## src/rtl/step_sequencer.sv

```systemverilog
// step_sequencer: issues one step pulse per instruction, waits for done or a watchdog timeout, and stops after the programmed count
module step_sequencer #(
  parameter int CNT_W   = 32,
  parameter int TIMEOUT = 16,
  parameter int TMR_W   = 5
) (
  input  logic             clk,
  input  logic             rst_n,
  input  logic             start,
  input  logic             done,
  input  logic [CNT_W-1:0] max_count,
  output logic             step,
  output logic             busy,
  output logic             finish,
  output logic [CNT_W-1:0] instr_count,
  output logic [CNT_W-1:0] timeout_count
);
  typedef enum logic [1:0] {IDLE, ISSUE, WAIT, FINISH} state_t;
  state_t             r_state, w_next;
  logic               r_start_q, r_done_q;
  logic [CNT_W-1:0]   r_max, r_instr, r_tmo;
  logic [TMR_W-1:0]   r_tmr;
  logic               w_start_rise, w_done_rise, w_tmo, w_launch;
  assign w_start_rise  = start & ~r_start_q;
  assign w_done_rise   = done & ~r_done_q;
  assign w_tmo         = r_tmr == TMR_W'(TIMEOUT - 1);
  assign w_launch      = w_start_rise & (r_state == IDLE || r_state == FINISH);
  assign step          = r_state == ISSUE;
  assign busy          = r_state == ISSUE || r_state == WAIT;
  assign finish        = r_state == FINISH;
  assign instr_count   = r_instr;
  assign timeout_count = r_tmo;
  // next state: a new run is routed on the live max_count, the same value latched this edge
  always_comb begin
    w_next = r_state;
    case (r_state)
      IDLE, FINISH: if (w_start_rise) w_next = (max_count == '0) ? FINISH : ISSUE;
      ISSUE:        w_next = WAIT;
      WAIT:         if (w_done_rise || w_tmo) w_next = (r_instr >= r_max) ? FINISH : ISSUE;
    endcase
  end
  // state register
  always_ff @(posedge clk or negedge rst_n) begin
    if (!rst_n) r_state <= IDLE;
    else r_state <= w_next;
  end
  // edge-detect history for start and done, sampled in every state
  always_ff @(posedge clk or negedge rst_n) begin
    if (!rst_n) begin
      r_start_q <= 1'b0;
      r_done_q  <= 1'b0;
    end else begin
      r_start_q <= start;
      r_done_q  <= done;
    end
  end
  // run bookkeeping: latched limit, saturating counters and the watchdog timer
  always_ff @(posedge clk or negedge rst_n) begin
    if (!rst_n) begin
      r_max   <= '0;
      r_instr <= '0;
      r_tmo   <= '0;
      r_tmr   <= '0;
    end else begin
      if (w_launch) begin
        r_max   <= max_count;
        r_instr <= '0;
        r_tmo   <= '0;
      end
      if (r_state == ISSUE) begin
        r_instr <= r_instr + CNT_W'(~&r_instr);
        r_tmr   <= '0;
      end
      if (r_state == WAIT) begin
        r_tmr <= r_tmr + 1'b1;
        if (!w_done_rise && w_tmo) r_tmo <= r_tmo + CNT_W'(~&r_tmo);
      end
    end
  end
endmodule

```

## config.mk

```make
export PLATFORM = sky130hd
export DESIGN_NAME = step_sequencer
export DESIGN_NICKNAME = d
export VERILOG_FILES = /design/src/rtl/step_sequencer.sv
export SDC_FILE = /design/constraint.sdc
export NUM_CORES = 1
export LEC_CHECK = 0
export BUFFER_PORTS_ARGS = -buffer_cell sky130_fd_sc_hd__buf_2
export CAP_MARGIN = 30
export CELL_PAD_IN_SITES_DETAIL_PLACEMENT = 0
export CELL_PAD_IN_SITES_GLOBAL_PLACEMENT = 1
export CORE_MARGIN = 2
export CORE_UTILIZATION = 43
export DETAILED_ROUTE_END_ITERATION = 8
export GPL_ROUTABILITY_DRIVEN = 1
export PLACE_DENSITY_LB_ADDON = 0.1
export SYNTH_ARGS = -nofsm -noshare
export SYNTH_HDL_FRONTEND = slang
export SYNTH_SLANG_ARGS = --single-unit
```

## constraint.sdc

```tcl
create_clock -name clk -period 3.8 [get_ports clk]
set_clock_uncertainty 0.2 [all_clocks]
set_input_delay 0 -clock clk [delete_from_list [all_inputs] [get_ports clk]]
set_output_delay 0 -clock clk [all_outputs]
set_load 0.03 [all_outputs]
```

==> out/qor.yml, run 1 <==
power_and_ir_drop:
  power_frac_comb_pct: 41.7
  switching_share_pct: 42.5
  power_leakage_nw: 3.58
  switching_power_mw: 1.94
  clock_power_share_pct: 20.4
  seqPwrFrac_pct: 37.9
  power_per_cell_area_nw_per_um2: 631
  ir_worst_vdd_uv: 337
  intPower_mw: 2.63
synthesis:
  async_flop_share_pct: 100
  synth_ff_type: "dfrtp_1"
  synth_area_um2: 5870
  syn_inst: 632
  ys_ff_latch: 105
  yosysTopAreaCellShare_pct: 44.8
  yosysTopAreaCell: "dfrtp_1"
  syn_nets: 710
  synth_edf_count: 0
  synth_cell_types: 59
  ys_seq_area_share_pct: 44.8
  synth.avg_cell_area_um2: 9.29
  ys.warnings.count: 0
  synth_area_leaders: "dfrtp_1 45%, ha_1 9.0%, nand2_1 7.0%"
critical_path:
  critPathArrivalTime_ns: 3.35
  cp.buffers_inverters: 0
  r2r-start: "timeout_count[25]"
  critPathLaunchType: "flop"
  crit_type: "flop to flop"
  path_cells: "and4_1 > and3_2 > nand2_1 > or4b_2 > ha_1 > ha_1 > nand2_1 > nor3_2 > nor4b_4 > a32o_1 > a31o_2"
  worst_ep_required_time_ns: 3.85
  setup.worst_path.end: "timeout_count[28]"
  cp_top_family: "simple AND/OR/NAND/NOR gates"
  critPathMaxFanout: 8
  critPathMaxStageDelay_ns: 0.65
  slowest_stage: "or4b_2"
  crit_start: "timeout_count[25]"
  worst-r2r-setup-slack_ns: 0.50
  end_kind: "flop"
  r2r_end: "timeout_count[28]"
  r2r_cells: 11
  path_depth: 11
cts:
  cts.htree.levels: 3
  clk_latency_ns: 0.35
  clk_pin_slew_worst_paths_ns: 0.07
  numCtsBuffers: 9
  ctsLongestPathBuffers: 2
  post_cts_resized: 0
  cts-root-buf: "clkbuf_16"
  clock_sinks: 105
  postCtsSetupRepairBufs: 0
  cts_tree: "done"
timing:
  max_freq_ghz: 0.303
  relSlewSlack_pct: 35.3
  hold_slack_ns: 0.122
  drv_slew: 0
  tns_ns: 0
  setup_ws_ns: 0.501
  grt_setup_unrepaired: "no"
  timing.final.crit_share_pct: 86.8
  setup_viol: 0
  tightest_slew_ns: 0.968
  period_needed_ns: 3.30
  final_hold_viol_count: 0
floorplanning:
  dieArea_um2: 14600
  die_x_um: 121
  rows: 42
  initial_core_util_pct: 44.2
  io_pins: 103
  core_um2: 13300
  die_h_um: 121
routing:
  wirelength_mm: 15.7
  via_per_inst: 5.44
  drtIter0Drc: 249
  wl_met1_mm: 7.02
  wl_per_cell_um: 16.5
  wl_met2_mm: 7.77
  wl_met3_um: 538
  drc: 0
  num_vias: 5183
  postRouteAntennaNets: 0
  firstDrtPassIters: 4
  top_layer_used: "met4"
placed_design:
  place_ws_ns: 0.530
  gp_congestion: 0.857
  portBuffers: 102
  hpwl_mm: 11.2
layout:
  layout_common_cells: "110 x nand2_1, 105 x dfrtp_1, 101 x buf_2"
  multi_input_area_um2: 2980
  syn_to_final_growth_pct: 23.5
  final_layout_size_suffix_gt1_share_pct: 18.6
  num-nets-final: 849
  layout.cells.most_common: "nand2_1"
  regArea_um2: 2630
  antennaDiodeCount: 0
  nFillCells: 1239
status:
  status: "complete, no violations"
grt:
  grt_max_degree: 56
  gr-usage-all-layers_pct: 22.6
  grt_pass1_wl_mm: 25.9
  grt_pass1_vias: 5138
  overflow: 0
  antenna_found_initial: 0
min_path:
  hp-class: "primary input to flop"
run:
  maxCapViolations: 0
[what timing repair did]
action,4_1_cts,5_1_grt
hold buffers,37,0
hold endpoints to repair,139,0
endpoints found under the setup margin,0,0
[logic make-up (layout without fill, tap and decap cells)]
family          Yosys count  in the layout  synth area share, %
mux                      26             26                 4.43
fa+ha+maj                42             42                 8.95
buf+inv                  66            210                 4.60
xor+xnor                  4              4                0.597
simple gates            256            256                 22.6
compound gates          133            133                 14.0
flops                   105            105                 44.8
[power by group through the flow]
stage	combinational, mW	sequential [mW]	clock, mW
floorplan	1.07	1.95	0
global placement	1.84	1.74	0
detailed placement	1.88	1.75	0
CTS	1.92	1.73	0.957
global route	2.16	1.78	1.01
finish	1.91	1.73	0.932
[registers in the layout (all words and copies together), names as in the netlist]
signal and flops:
instr_count 32, r_done_q 1, timeout_count 32, r_max 32, r_state 2, r_start_q 1, r_tmr 5
[worst min-delay path by stage]
stage | from | end | cells after the start
2_1_floorplan | rst_n | instr_count[0] | 0
3_3_place_gp | rst_n | timeout_count[5] | 1
3_5_place_dp | rst_n | timeout_count[5] | 1
4_1_cts | done | r_done_q | 2
5_1_grt | done | r_done_q | 2
6_report | done | r_done_q | 2
[worst reg2reg max path, delay by kind of cell (launching register included)]
| kind | cells | cell delay, ns |
|---|---|---|
| compound gates | 2 | 0.44 |
| simple gates | 7 | 1.61 |
| flops | 1 | 0.45 |
| fa+ha+maj | 2 | 0.49 |
[stage by stage]
stage                     instance area, µm²  power, mW  util, %  cells
after global placement                  6570       3.58     49.4    899
after CTS                               7250       4.61     54.5    952
after detailed placement                6570       3.63     49.4    899
after global routing                    7250       4.94     54.5    952
final                                   7250       4.57     54.5    952
after floorplan                         5870       3.02        -    632
[synthesized netlist by cell type, types with 2 or more instances]
cell,n
or3_1,2
and2_1,5
nand4_1,17
and3_1,16
nand2_1,110
o211ai_1,10
o31ai_1,12
buf_6,3
nand3_1,43
clkbuf_1,14
and2_2,2
xnor2_1,3
nor3_1,9
nor2_1,14
nor3_2,2
mux2i_1,26
a31oi_1,4
nand2b_1,4
nor4_1,11
and4_1,6
a221oi_1,2
and3_2,2
a21oi_1,15
o22ai_1,3
a31o_2,3
inv_1,48
a21o_1,6
dfrtp_1,105
o21ai_0,63
o221a_2,2
ha_1,42
[layout make-up]
cell class / instances / share of cell area (%)
Timing Repair Buffer: 146 / 13.0
Clock inverter: 1 / 0.104
Sequential cell: 105 / 36.2
Inverter: 48 / 2.49
Tap cell: 176 / 3.04
Multi-Input combinational cell: 461 / 41.1
Clock buffer: 15 / 3.97
[routing by layer]
layer,vias to the layer above,GRT usage (%)
li1,2553,-
met1,2468,28.3
met2,131,38.9
met3,31,3.25
met4,0,9.67
met5,-,0
(Power assumes the default switching activity.)
==> run 2, diff against run 1 <==
--- a/config.mk
+++ b/config.mk
@@ -13,7 +13,9 @@
 export CORE_UTILIZATION = 43
 export DETAILED_ROUTE_END_ITERATION = 8
 export GPL_ROUTABILITY_DRIVEN = 1
-export PLACE_DENSITY_LB_ADDON = 0.1
+export PLACE_DENSITY = 0.86
+export RECOVER_POWER = 25
 export SYNTH_ARGS = -nofsm -noshare
 export SYNTH_HDL_FRONTEND = slang
 export SYNTH_SLANG_ARGS = --single-unit
+export TNS_END_PERCENT = 1
==> run 2 against run 1 <==
The flow now finishes with violations (max-capacitance violations, max-slew violations). Combinational power hardly changed. Hold slack better by 0.028 ns. Via count is 0.27% lower. Fmax is 0.68% higher. Clock power is 19% higher. Global-route usage is 0.96 points lower. Register-to-register slack better by 0.02 ns. Non-clock buffer count is 3 lower. Critical path type unchanged. Total power is 3.6% higher.
==> out/qor.yml, run 2 (synthesis results as in run 1) <==
routing:
  drtIter0Drc: 375
  wl_per_cell_um: 15.8
  firstDrtPassIters: 5
  num_vias: 5169
  drc: 0
  postRouteAntennaNets: 0
  via_per_inst: 5.45
  wirelength_mm: 15.0
layout:
  regArea_um2: 2630
  multi_input_area_um2: 2980
  layout_common_cells: "110 x nand2_1, 105 x dfrtp_1, 79 x buf_2"
  syn_to_final_growth_pct: 23.3
  layoutNonFillerInstCount: 949
  final_layout_size_suffix_gt1_share_pct: 15.7
  num-nets-final: 846
  antennaDiodeCount: 0
  layout.cells.most_common: "nand2_1"
  nFillCells: 1196
  fin_area_um2: 7240
timing:
  grt_setup_unrepaired: "no"
  final_hold_viol_count: 0
  period_needed_ns: 3.28
  setup_ws_ns: 0.524
  timing.final.crit_share_pct: 86.2
  hold_slack_ns: 0.150
  max_freq_ghz: 0.305
  setup_viol: 0
  tightest_slew_ns: 2.68
  drv_slew: 50
  tns_ns: 0
  relSlewSlack_pct: -78.7
critical_path:
  end_kind: "flop"
  worst-r2r-setup-slack_ns: 0.52
  critPathLaunchType: "flop"
  r2r_cells: 11
  setup.worst_path.end: "timeout_count[28]"
  r2r_end: "timeout_count[28]"
  critPathMaxFanout: 8
  crit_start: "timeout_count[24]"
  r2r-start: "timeout_count[24]"
  crit_type: "flop to flop"
  worst_ep_required_time_ns: 3.86
  cp.buffers_inverters: 0
  slowest_stage: "or4b_2"
  cp_top_family: "simple AND/OR/NAND/NOR gates"
  critPathMaxStageDelay_ns: 0.62
  path_depth: 11
  path_cells: "and4_1 > and3_2 > nand2_1 > or4b_2 > ha_1 > ha_1 > nand2_1 > nor3_2 > nor4b_4 > a32o_1 > a31o_2"
  critPathArrivalTime_ns: 3.33
floorplanning:
  io_pins: 103
  dieArea_um2: 14600
  initial_core_util_pct: 44.2
  core_um2: 13300
  die_x_um: 121
  rows: 42
  die_h_um: 121
grt:
  overflow: 0
  grt_pass1_wl_mm: 24.8
  grt_pass1_vias: 4978
  antenna_found_initial: 0
  grt_max_degree: 71
  gr-usage-all-layers_pct: 21.7
cts:
  clk_pin_slew_worst_paths_ns: 0.08
  clock_sinks: 105
  cts-root-buf: "clkbuf_16"
  clk_latency_ns: 0.36
  post_cts_resized: 0
  cts_tree: "done"
  cts.htree.levels: 3
  numCtsBuffers: 9
  ctsLongestPathBuffers: 2
placed_design:
  post-place-cells: 898
  place_ws_ns: 0.546
  gp_congestion: 0.850
  portBuffers: 102
  hpwl_mm: 10.8
  placed_cell_area_um2: 6570
power_and_ir_drop:
  power_leakage_nw: 3.50
  ir_worst_vdd_uv: 379
  power_per_cell_area_nw_per_um2: 655
run:
  maxCapViolations: 1
status:
  status: "finished, violations left"
  violations: "max-capacitance violations, max-slew violations"
min_path:
  hp-class: "primary input to flop"
-- run 2: worst min path at each step --
stage,depth (start not counted),to,startpoint
6_report,2,r_done_q,done
5_1_grt,2,r_done_q,done
4_1_cts,2,timeout_count[2],rst_n
3_5_place_dp,1,timeout_count[5],rst_n
3_3_place_gp,1,timeout_count[5],rst_n
2_1_floorplan,0,instr_count[0],rst_n
-- run 2: cell type report --
| type | count | area share [%] |
|---|---|---|
| flip-flops and latches | 105 | 36.3 |
| multi-input cells | 461 | 41.2 |
| clock inverters | 6 | 1.56 |
| well taps | 176 | 3.04 |
| inverters | 48 | 2.49 |
| clock buffers | 10 | 3.30 |
| repair buffers | 143 | 12.1 |
-- run 2: per-stage QoR --
step | total power [mW] | utilization, %
final | 4.74 | 54.4
after global routing | 5.12 | 54.4
after CTS | 4.78 | 54.7
after detailed placement | 3.62 | 49.4
after global placement | 3.55 | 49.4
after floorplan | 3.02 | -
-- run 2: power by group --
part | switching, mW | total (mW) | internal (mW)
logic | 1.23 | 1.90 | 0.663
registers | 0.298 | 1.74 | 1.44
clock network | 0.440 | 1.11 | 0.666
-- run 2: per-layer routing --
layer  up-vias  GRT usage, %  share of wire (%)
met5         -             0                  0
met4         0          9.08                1.7
met3        18          3.92                4.2
met2       118          35.9                 49
met1      2482          27.8                 45
li1       2551             -                  -
-- run 2: worst register-to-register path: cells and delay by family (launching register included) --
family / cells / cell delay (ns)
simple gates: 7 / 1.58
flops: 1 / 0.47
fa+ha+maj: 2 / 0.47
compound gates: 2 / 0.45
-- run 2: timing repair --
| action | 4_1_cts | 5_1_grt |
|---|---|---|
| endpoints found under the hold margin | 81 | 0 |
| setup buffers | 0 | 0 |
| hold buffers | 35 | 0 |
